[src/rtl/rvc_fetch_align_queue.sv]
// Instruction prefetch and realignment queue for an RVC-capable pipeline.
// Aligned 32-bit fetch words are split into halfwords (each tagged with its
// PC) and re-assembled at the head into 16-bit or 32-bit instructions,
// including 32-bit instructions that straddle a fetch word boundary.
module rvc_fetch_align_queue #(
  parameter int          DEPTH    = 8,
  parameter logic [31:0] RESET_PC = 32'h0000_0000
) (
  input  logic        clk,
  input  logic        rst_n,
  output logic        ICACHE_ren,
  output logic [29:0] ICACHE_addr,
  input  logic        ICACHE_stall,
  input  logic [31:0] ICACHE_rdata,
  input  logic        redirect_i,
  input  logic [31:0] redirect_pc_i,
  output logic        out_valid_o,
  input  logic        out_ready_i,
  output logic [31:0] instr_o,
  output logic        is_compressed_o,
  output logic [31:0] pc_o
);

  localparam int PW = $clog2(DEPTH);
  localparam int CW = PW + 1;

  logic [15:0]   hw_q [DEPTH];
  logic [31:0]   pc_q [DEPTH];
  logic [PW-1:0] rd_ptr_q, wr_ptr_q;
  logic [CW-1:0] count_q;
  logic [31:0]   fetch_pc_q;
  logic [31:0]   target_pc_q;
  logic          drop_pending_q;
  logic          outstanding_q;
  logic          started_q;

  logic [CW-1:0] free_slots;
  logic          ren;
  logic          complete;
  logic          push;
  logic          push_two;
  logic          pop;
  logic [CW-1:0] push_n;
  logic [CW-1:0] pop_n;
  logic [31:0]   word;
  logic [31:0]   redirect_target;
  logic [PW-1:0] rd_ptr_nx1;
  logic [PW-1:0] wr_ptr_nx1;
  logic [15:0]   h0;
  logic [15:0]   h1;
  logic          head_c;
  logic          head_valid;

  // Cache delivers bytes in memory order; reverse them into instruction order.
  assign word            = {ICACHE_rdata[7:0], ICACHE_rdata[15:8],
                            ICACHE_rdata[23:16], ICACHE_rdata[31:24]};
  assign redirect_target = redirect_pc_i & ~32'h1;

  assign free_slots = CW'(DEPTH) - count_q;
  // Request only with room for a full word; keep requesting while stalled so
  // the cache sees a stable request. started_q keeps ren low in reset.
  assign ren        = started_q & ((free_slots >= CW'(2)) | outstanding_q);
  assign complete   = ren & ~ICACHE_stall;
  assign push       = complete & ~redirect_i & ~drop_pending_q;
  // A misaligned fetch PC (after a redirect to pc[1]=1) uses only the high half.
  assign push_two   = ~fetch_pc_q[1];
  assign push_n     = push ? (push_two ? CW'(2) : CW'(1)) : '0;

  assign rd_ptr_nx1 = rd_ptr_q + PW'(1);
  assign wr_ptr_nx1 = wr_ptr_q + PW'(1);
  assign h0         = hw_q[rd_ptr_q];
  assign h1         = hw_q[rd_ptr_nx1];
  assign head_c     = (h0[1:0] != 2'b11);
  assign head_valid = head_c ? (count_q >= CW'(1)) : (count_q >= CW'(2));
  assign pop        = head_valid & out_ready_i & ~redirect_i;
  assign pop_n      = pop ? (head_c ? CW'(1) : CW'(2)) : '0;

  assign ICACHE_ren      = ren;
  assign ICACHE_addr     = fetch_pc_q[31:2];
  assign out_valid_o     = head_valid;
  assign instr_o         = head_c ? {16'h0000, h0} : {h1, h0};
  assign pc_o            = pc_q[rd_ptr_q];
  assign is_compressed_o = (count_q != '0) & head_c;

  // Queue pointers, fetch PC and redirect/drop bookkeeping.
  always_ff @(posedge clk or negedge rst_n) begin
    if (!rst_n) begin
      rd_ptr_q       <= '0;
      wr_ptr_q       <= '0;
      count_q        <= '0;
      fetch_pc_q     <= RESET_PC;
      target_pc_q    <= '0;
      drop_pending_q <= 1'b0;
      outstanding_q  <= 1'b0;
      started_q      <= 1'b0;
    end else begin
      started_q     <= 1'b1;
      outstanding_q <= ren & ICACHE_stall;
      if (redirect_i) begin
        rd_ptr_q <= '0;
        wr_ptr_q <= '0;
        count_q  <= '0;
        if (ren & ICACHE_stall) begin
          // Stalled request must stay on the bus; park the new target.
          drop_pending_q <= 1'b1;
          target_pc_q    <= redirect_target;
        end else begin
          drop_pending_q <= 1'b0;
          fetch_pc_q     <= redirect_target;
        end
      end else begin
        rd_ptr_q <= rd_ptr_q + PW'(pop_n);
        wr_ptr_q <= wr_ptr_q + PW'(push_n);
        count_q  <= count_q + push_n - pop_n;
        if (drop_pending_q & complete) begin
          drop_pending_q <= 1'b0;
          fetch_pc_q     <= target_pc_q;
        end else if (push) begin
          fetch_pc_q <= {fetch_pc_q[31:2] + 30'd1, 2'b00};
        end
      end
    end
  end

  // Halfword storage: write one or two halfwords with their PCs on a push.
  always_ff @(posedge clk or negedge rst_n) begin
    if (!rst_n) begin
      for (int i = 0; i < DEPTH; i++) begin
        hw_q[i] <= '0;
        pc_q[i] <= '0;
      end
    end else if (push) begin
      hw_q[wr_ptr_q] <= push_two ? word[15:0] : word[31:16];
      pc_q[wr_ptr_q] <= fetch_pc_q;
      if (push_two) begin
        hw_q[wr_ptr_nx1] <= word[31:16];
        pc_q[wr_ptr_nx1] <= fetch_pc_q + 32'd2;
      end
    end
  end

endmodule

[config.mk]
export PLATFORM = sky130hd
export DESIGN_NAME = rvc_fetch_align_queue
export DESIGN_NICKNAME = d
export VERILOG_FILES = /design/src/rtl/rvc_fetch_align_queue.sv
export SDC_FILE = /design/constraint.sdc
export NUM_CORES = 1
export LEC_CHECK = 0
export ABC_AREA = 1
export BUFFER_PORTS_ARGS = -buffer_cell sky130_fd_sc_hd__buf_2
export CAP_MARGIN = 10
export CORE_MARGIN = 2
export CORE_UTILIZATION = 40
export CTS_CLUSTER_SIZE = 40
export DETAILED_ROUTE_END_ITERATION = 10
export PLACE_DENSITY_LB_ADDON = 0.2
export REMOVE_ABC_BUFFERS = 1
export SLEW_MARGIN = 20
export SYNTH_ARGS = -nofsm -noshare
export SYNTH_HDL_FRONTEND = slang
export SYNTH_SLANG_ARGS = --single-unit
[constraint.sdc]
create_clock -name clk -period 4.4 [get_ports clk]
set_input_delay 0.22 -clock clk [delete_from_list [all_inputs] [get_ports clk]]
set_output_delay 0.22 -clock clk [all_outputs]
set_load 0.005 [all_outputs]
; ---- Yosys cells after proc, flatten, opt, wreduce, memory -nomap -nowiden
; Index checks and enable logic that the tools add are counted.
[classes]
magnitude_cmp = 9
n_addsub = 9
reduce_logical = 7
n_eq_ne = 2
bitwise = 17
muxes = 40
[op_table]
columns = operator, n
row1 = 256-bit bitwise mux, 2
row2 = 32-bit two-way mux, 9
row3 = 128-bit bitwise mux, 2
row4 = 256-bit two-way mux, 1
row5 = 32-bit demux with 3-bit select, 2
row6 = 128-bit two-way mux, 1
row7 = 16-bit two-way mux, 7
row8 = 16-bit binary-select mux with 3-bit select, 2
row9 = 32-bit binary-select mux with 3-bit select, 1
row10 = 16-bit demux with 3-bit select, 2
row11 = 32-bit by 2-bit adder with 32-bit output (second input constant), 1
row12 = 30-bit by 1-bit adder with 30-bit output (second input constant), 1
row13 = 4-bit greater-or-equal comparator (second input constant), 4
row14 = 3-bit NOT with 4-bit output, 4
row15 = 1-bit bitwise AND, 9
row16 = 4-bit by 2-bit greater-or-equal comparator with 1-bit output (second input constant), 2
row17 = 4-bit by 1-bit < comparator with 1-bit output (second input constant), 2
row18 = 2-bit two-way mux, 4
row19 = 3-bit by 1-bit adder with 3-bit output (second input constant), 2
row20 = 3-bit by 2-bit adder with 3-bit output, 2
row21 = 3-bit two-way mux, 2
row22 = 4-bit by 2-bit adder with 4-bit output, 1
row23 = 4-bit by 1-bit greater-or-equal comparator with 1-bit output (second input constant), 1
row24 = 1-bit two-way mux, 4
row25 = other kinds (11), 16
[word_totals]
inputBits = 69
regBits = 460

; ---- Longest topological paths before layout
; Gate-level depths: netlist of the first run.
[depth]
depth_word = 11
ltp_mapped = 21
depth_no_buf = 19

; ---- Least setup slack after synthesis of the first run
; Ideal clock, no wire load.
[synth_timing]
kind = register to register
startpoint = register count_q[1]
endpoint = register count_q[3]
t_arrival_ps = 2918
t_required_ps = 4323
period_less_slack_ps = 2996
setup_ps = 77
setup_slack_ps = 1404
path_buffers = 1
stages_incl_launch_ff = 20
path_cell_list = dfrtp_1 > inv_1 > ha_1 > nand2_1 > nand2_1 > nor2_1 > nand3_1 > nand2_1 > inv_2 > nand3_1 > buf_2 > nor2_1 > inv_1 > fa_1 > inv_1 > ha_1 > a21o_1 > a21oi_1 > o21ai_0 > a21oi_1
[synth_between]
elab_chain_cells = 11
word_cells_on_any_way = 17
[synth_lines]
columns = element, line
row1 = from (decl), 30  ; logic [CW-1:0] count_q;
row2 = from (signal assigned), 114  ; count_q <= count_q + push_n - pop_n;
row3 = 4-bit subtractor, 59  ; assign free_slots = CW'(DEPTH) - count_q;
row4 = 4-bit by 2-bit greater-or-equal comparator with 1-bit output, 62  ; assign ren = started_q & ((free_slots >= CW'(2)) | outstanding_q);
row5 = 1-bit OR, 62
row6 = 1-bit bitwise AND, 62
row7 = net ICACHE_ren, 11  ; output logic ICACHE_ren,
row8 = 1-bit bitwise AND, 63  ; assign complete = ren & ~ICACHE_stall;
row9 = 1-bit bitwise AND (2 in a row), 64  ; assign push = complete & ~redirect_i & ~drop_pending_q;
row10 = 2-bit two-way mux, 67  ; assign push_n = push ? (push_two ? CW'(2) : CW'(1)) : '0;
row11 = 4-bit by 2-bit adder with 4-bit output, 114
row12 = 4-bit by 2-bit subtractor with 4-bit output, 114
row13 = 4-bit two-way mux, 99  ; if (redirect_i) begin
; The timed path passes the listed nets, and every way through them passes these cells.
; A chain may end at the register's enable or synchronous reset.

; ---- Final worst setup path of the first run
[layout_timing]
startpoint = register rd_ptr_q[0]
endpoint = output port pc_o[13]
[layout_between]
elab_chain_cells = 4
[layout_lines]
columns = element, line
row1 = from (decl), 29  ; logic [PW-1:0] rd_ptr_q, wr_ptr_q;
row2 = from (signal assigned), 112  ; rd_ptr_q <= rd_ptr_q + PW'(pop_n);
row3 = 3-bit NOT with 4-bit output (implied by the code), 82  ; assign pc_o = pc_q[rd_ptr_q];
row4 = 32-bit binary-select mux with 3-bit select, 82
row5 = 32-bit two-way mux (implied by the code) (2 in a row), 82
row6 = to (decl), 21  ; output logic [31:0] pc_o
; No other way between the ends. The select of a mux whose other input is x is not followed.

==> impl_metrics.json, run 1 <==
{
  "seq_area_frac_synth": 0.393,
  "synthFlopType": "dfrtp_1",
  "crit_path_end_kind": "output pin",
  "wl_per_cell_microns": 23.2,
  "syn_area_sq_um": 29200,
  "synthesis.instances": 4301,
  "finalPower_mw": 20.1,
  "netlist.area_leader.share": 0.393,
  "yosysUniqueCellTypes": 44,
  "antennaDiodeCount": 0,
  "utilization": 0.449,
  "fmax_ghz": 0.244,
  "setup_viol": 0,
  "yosysMostFrequentCell": "nand2_1",
  "cts.sinks": 459,
  "clk_pin_slew_worst_paths_ns": 0.06,
  "crit_path_max_fanout": 101,
  "cts_buffers": 53,
  "grt-ovfl-total": 0,
  "pwr_density_cell_nw_per_um2": 618,
  "finalHoldViolations": 0,
  "synth_edf_count": 0,
  "slew_viol_final": 0,
  "synth_area_leaders": "dfrtp_1 39%, nand2_1 12%, o21ai_0 9.7%",
  "dp.cells": 5152,
  "die_h_microns": 274,
  "io_pins": 166,
  "drive_gt1_frac": 0.0943,
  "critPathKind": "register to output pin",
  "rsz0062_at_grt": "no",
  "leakage_nw": 15.3,
  "cts_root_buf": "clkbuf_16",
  "hold_buffers": 48,
  "ir_drop_v": 0.000851,
  "drt_iter0_markers": 3507,
  "ys_seq_elements": 459,
  "grt_pass1_wl_microns": 183000,
  "io_buffers": 164,
  "layout.nets": 4384,
  "cts_tree": "done",
  "cp.arrival_ns": 3.89,
  "core_sq_um": 72600,
  "synthToLayoutAreaGrowth_pct": 11.5,
  "fin_worst_skew_ns": 0.0288,
  "tightest_slew_ns": 1.20,
  "htree_levels": 2,
  "track_usage": 0.322,
  "required_ns": 4.18,
  "status": "finished, final reports clean",
  "yosysTopAreaCell": "dfrtp_1",
  "fillers": 7611,
  "clk_path_buf_depth": 3,
  "grt_pass1_vias": 28800,
  "detailed_place_hpwl_microns": 72300,
  "relSlewSlack": 0.194,
  "min_period_ns": 4.11,
  "maxCapViolCount": 0,
  "post_cts_buffers": 0,
  "hold_class": "input pin to register",
  "vias": 30600,
  "fp-row-count": 99,
  "routed_wl_microns": 123000,
  "antenna_found_initial": 2,
  "die_w_microns": 274,
  "ant_nets": 0,
  "first_pass_iters": 6,
  "start_util": 0.403,
  "async_flop_share": 1.00,
  "worstSetupStartpointType": "register",
  "rrSetupSlack_ns": 0.33,
  "grt_max_degree": 203,
  "synth_warnings": 0,
  "clock_latency_ns": 0.64,
  "fin_cells": 5297,
  "yosys-top-cells-count": "933 x nand2_1, 564 x o21ai_0, 534 x nor2_1, 517 x a21oi_1, 459 x dfrtp_1",
  "fin_crit_sh": 0.933,
  "dieArea_sq_um": 75200,
  "vias_per_cell": 5.78,
  "syn_area_per_cell_sq_um": 6.79,
  "gp_congestion": 0.922,
  "postCtsResizedCells": 0,
  "drc": 0
}
-- cell families after synthesis --
kind of cell             Yosys count  share of synthesized area
multiplexers                       3                    0.00103
flip-flops                       459                      0.393
other                              1                   0.000128
buffers and inverters            750                      0.108
AND/OR/NAND/NOR                 1699                      0.231
adder cells (fa/ha/maj)           19                    0.00916
XOR/XNOR                          24                    0.00719
AO/OA/AOI/OAI                   1346                      0.250
-- per-layer routing --
layer | part of all wire | vias to the layer above | wire [microns] | track usage
met5 | 0.00019 | - | 23 | 0
met4 | 0.044 | 4 | 5410 | 0.141
met3 | 0.11 | 341 | 12900 | 0.0629
met2 | 0.44 | 1762 | 54000 | 0.498
met1 | 0.41 | 14400 | 50400 | 0.436
li1 | - | 14100 | - | -
-- worst paths after layout --
kind | startpoint | to | cells past startpoint
max | rd_ptr_q[0]$_DFF_PN0_ | pc_o[13] | 8
min | redirect_i | drop_pending_q$_DFFE_PN0P_ | 3
max reg2reg | rd_ptr_q[0]$_DFF_PN0_ | count_q[3]$_DFF_PN0_ | 18
min reg2reg | pc_q[232]$_DFFE_PN0N_ | pc_q[232]$_DFFE_PN0N_ | 2
max in group asynchronous | rst_n | rd_ptr_q[0]$_DFF_PN0_ | 3
min in group asynchronous | rst_n | hw_q[53]$_DFFE_PN0N_ | 2
-- sequential cells by signal, indices dropped and copies added, names as in the netlist --
name            flops
count_q             4
outstanding_q       1
rd_ptr_q            3
wr_ptr_q            3
hw_q              128
drop_pending_q      1
fetch_pc_q         31
pc_q              256
started_q           1
target_pc_q        31
-- where the power goes --
| part | internal (mW) | switching, mW |
|---|---|---|
| registers | 5.37 | 1.10 |
| clock network | 2.52 | 1.93 |
| logic | 2.80 | 6.41 |
-- metrics by stage --
stage	cell area [sq um]	setup slack (ns)	setup TNS [ns]	hold slack, ns
2_1_floorplan	27500	-10.99	-3693.22	-0.0756
3_3_place_gp	30400	0.545	0	0.330
3_5_place_dp	30400	0.444	0	0.332
4_1_cts	32600	0.363	0	0.0122
5_1_grt	32600	0.0233	0	0.0389
6_report	32600	0.295	0	0.0182
-- final cells by class --
type	instances	area, sq um	share of cell area
sequential	459	11500	0.353
clock inverter	7	42.5	0.00131
inverter	393	1490	0.0457
multi-input combinational	3092	14600	0.449
clock buffer	90	1650	0.0505
timing repair buffer	297	2090	0.0641
tap	959	1200	0.0368
-- cells in the final DEF (no fill, tap or decap), drive strengths merged, types with 48 or more instances in the layout --
master       Yosys  layout
a21oi          517     517
inv            388     389
dfrtp          459     459
buf            186     249
nand3          141     141
o21ai          605     605
clkbuf         171      90
nand2          942     942
nor2           549     549
dlygate4sd3      0      48
-- worst max-delay path, stage by stage, from the launching register on --
cell     delay [ns]
dfrtp_4        0.65
buf_4          0.34
buf_4          0.38
buf_4          0.86
o21ai_0        0.19
o21ai_0        0.19
a21oi_1        0.07
a31oi_1        0.34
buf_2          0.19
Note: power is estimated with default switching activity, not from simulation.
==> inputs of run 2 (changes only) <==
ABC_CLOCK_PERIOD_IN_PS = 4400   (was not set)
PLACE_DENSITY = 0.63   (was not set)
PLACE_DENSITY_LB_ADDON = not set   (was 0.2)
==> impl_metrics.json, run 2 (synthesis results as in run 1) <==
{
  "layout.nets": 4385,
  "io_buffers": 164,
  "cts.sinks": 459,
  "status": "finished, final reports clean",
  "clkPwrFrac": 0.242,
  "drt_iter0_markers": 3799,
  "fillers": 7559,
  "synthToLayoutAreaGrowth_pct": 12.2,
  "cts_root_buf": "clkbuf_16",
  "grt_pass1_vias": 28700,
  "min_period_ns": 4.25,
  "use_met2": 0.473,
  "finalHoldViolations": 0,
  "tightest_slew_ns": 1.15,
  "final_cell_mix": "931 x nand2_1, 564 x o21ai_0, 532 x nor2_1",
  "routed_wl_microns": 120000,
  "final_common_cell": "nand2_1",
  "placed_cell_area_sq_um": 30300,
  "worstSetupStartpointType": "register",
  "grt_max_degree": 149,
  "dp.cells": 5151,
  "fmax_ghz": 0.235,
  "required_ns": 4.18,
  "reg.largest.list": "pc_q x256, hw_q x128",
  "post_cts_buffers": 0,
  "hold_class": "input pin to register",
  "worstPathCellList": "inv_4 -> buf_4 -> buf_4 -> o21ai_0 -> o21ai_0 -> nor2_1 -> a31oi_1 -> buf_2",
  "seq_power_share": 0.316,
  "cts_buffers": 54,
  "fin_crit_sh": 0.966,
  "htree_levels": 2,
  "gp_congestion": 0.889,
  "grt_util_met3": 0.0693,
  "top_register": "pc_q",
  "combPwrFrac": 0.442,
  "detailed_place_hpwl_microns": 70900,
  "grt-busiest-layer": "met2",
  "wl_per_cell_microns": 22.7,
  "finalPower_mw": 20.7,
  "grt_pass1_wl_microns": 181000,
  "crit_slowest_cell": "buf_4",
  "largest_reg_flops": 256,
  "start_util": 0.403,
  "cp.arrival_ns": 4.03,
  "design_area_sq_um": 32800,
  "fp-row-count": 99,
  "cts_tree": "done",
  "clk_pin_slew_worst_paths_ns": 0.06,
  "fin_tns_setup_ns": 0,
  "path_buf_inv": 4,
  "hold_slack_ns": 0.0100,
  "pwr_density_cell_nw_per_um2": 631,
  "final.setup.worst_slack_ns": 0.151,
  "multi_input_area_sq_um": 14600,
  "ir_drop_v": 0.000463,
  "setup_viol": 0,
  "clock_latency_ns": 0.64,
  "internal-power_mw": 11.2,
  "fin_worst_skew_ns": 0.0235,
  "antenna_found_initial": 4,
  "regArea_sq_um": 11500,
  "drive_gt1_frac": 0.0977,
  "p_sw_frac": 0.461,
  "clk_path_buf_depth": 3,
  "vias_per_cell": 5.83,
  "vias": 30900,
  "io_pins": 166,
  "crit_path_end_kind": "output pin",
  "dieArea_sq_um": 75200,
  "fin_cells": 5302,
  "critPathKind": "register to output pin",
  "path_delay_family": "buffers and inverters",
  "p_switching_mw": 9.54,
  "grtUsageMet1": 0.431,
  "grt-ovfl-total": 0,
  "core_sq_um": 72600,
  "maxCapViolCount": 0,
  "first_pass_iters": 6,
  "slew_viol_final": 0,
  "relSlewSlack": 0.232,
  "leakage_nw": 15.4,
  "drc": 0,
  "die_h_microns": 274,
  "crit_path_max_fanout": 58,
  "die_w_microns": 274,
  "ant_nets": 0,
  "utilization": 0.452,
  "max_stage_delay_ns": 0.69,
  "pre_cts_slack_ns": 0.770,
  "rsz0062_at_grt": "no",
  "track_usage": 0.315
}
run 2: cell type report:
type / instances / area share
multi-input cells: 3092 / 0.446
flip-flops and latches: 459 / 0.351
repair buffers: 297 / 0.0618
clock buffers: 78 / 0.0505
inverters: 393 / 0.0453
well taps: 959 / 0.0366
clock inverters: 22 / 0.00904
diodes: 2 / 0.000153
run 2: final timing paths:
kind	startpoint	to	slack, ns	depth (start not counted)
max	rd_ptr_q[1]$_DFF_PN0_	pc_o[17]	0.15	8
min	redirect_i	count_q[2]$_DFF_PN0_	0.01	2
max in group asynchronous	rst_n	hw_q[56]$_DFFE_PN0N_	2.86	3
min in group asynchronous	rst_n	hw_q[21]$_DFFE_PN0N_	0.18	2
min reg2reg	pc_q[217]$_DFFE_PN0N_	pc_q[217]$_DFFE_PN0N_	0.48	2
max reg2reg	rd_ptr_q[0]$_DFF_PN0_	count_q[3]$_DFF_PN0_	0.70	18
run 2: power groups by stage:
stage / clock (mW) / combinational [mW] / sequential [mW]
floorplan: 0 / 5.11 / 6.39
global placement: 0 / 8.85 / 6.52
detailed placement: 0 / 8.92 / 6.54
CTS: 5.02 / 9.00 / 6.47
global route: 5.19 / 10.1 / 6.65
finish: 5.01 / 9.15 / 6.54
run 2: routing by layer:
layer / vias to the layer above / wire (microns)
li1: 14100 / -
met5: - / 0
met3: 378 / 13400
met4: 0 / 6090
met1: 14600 / 48800
met2: 1873 / 52000
run 2: timing repair:
item                                   CTS  global route
hold buffers                            49             0
endpoints found under the hold margin  241             0
gates resized for setup                  0             0
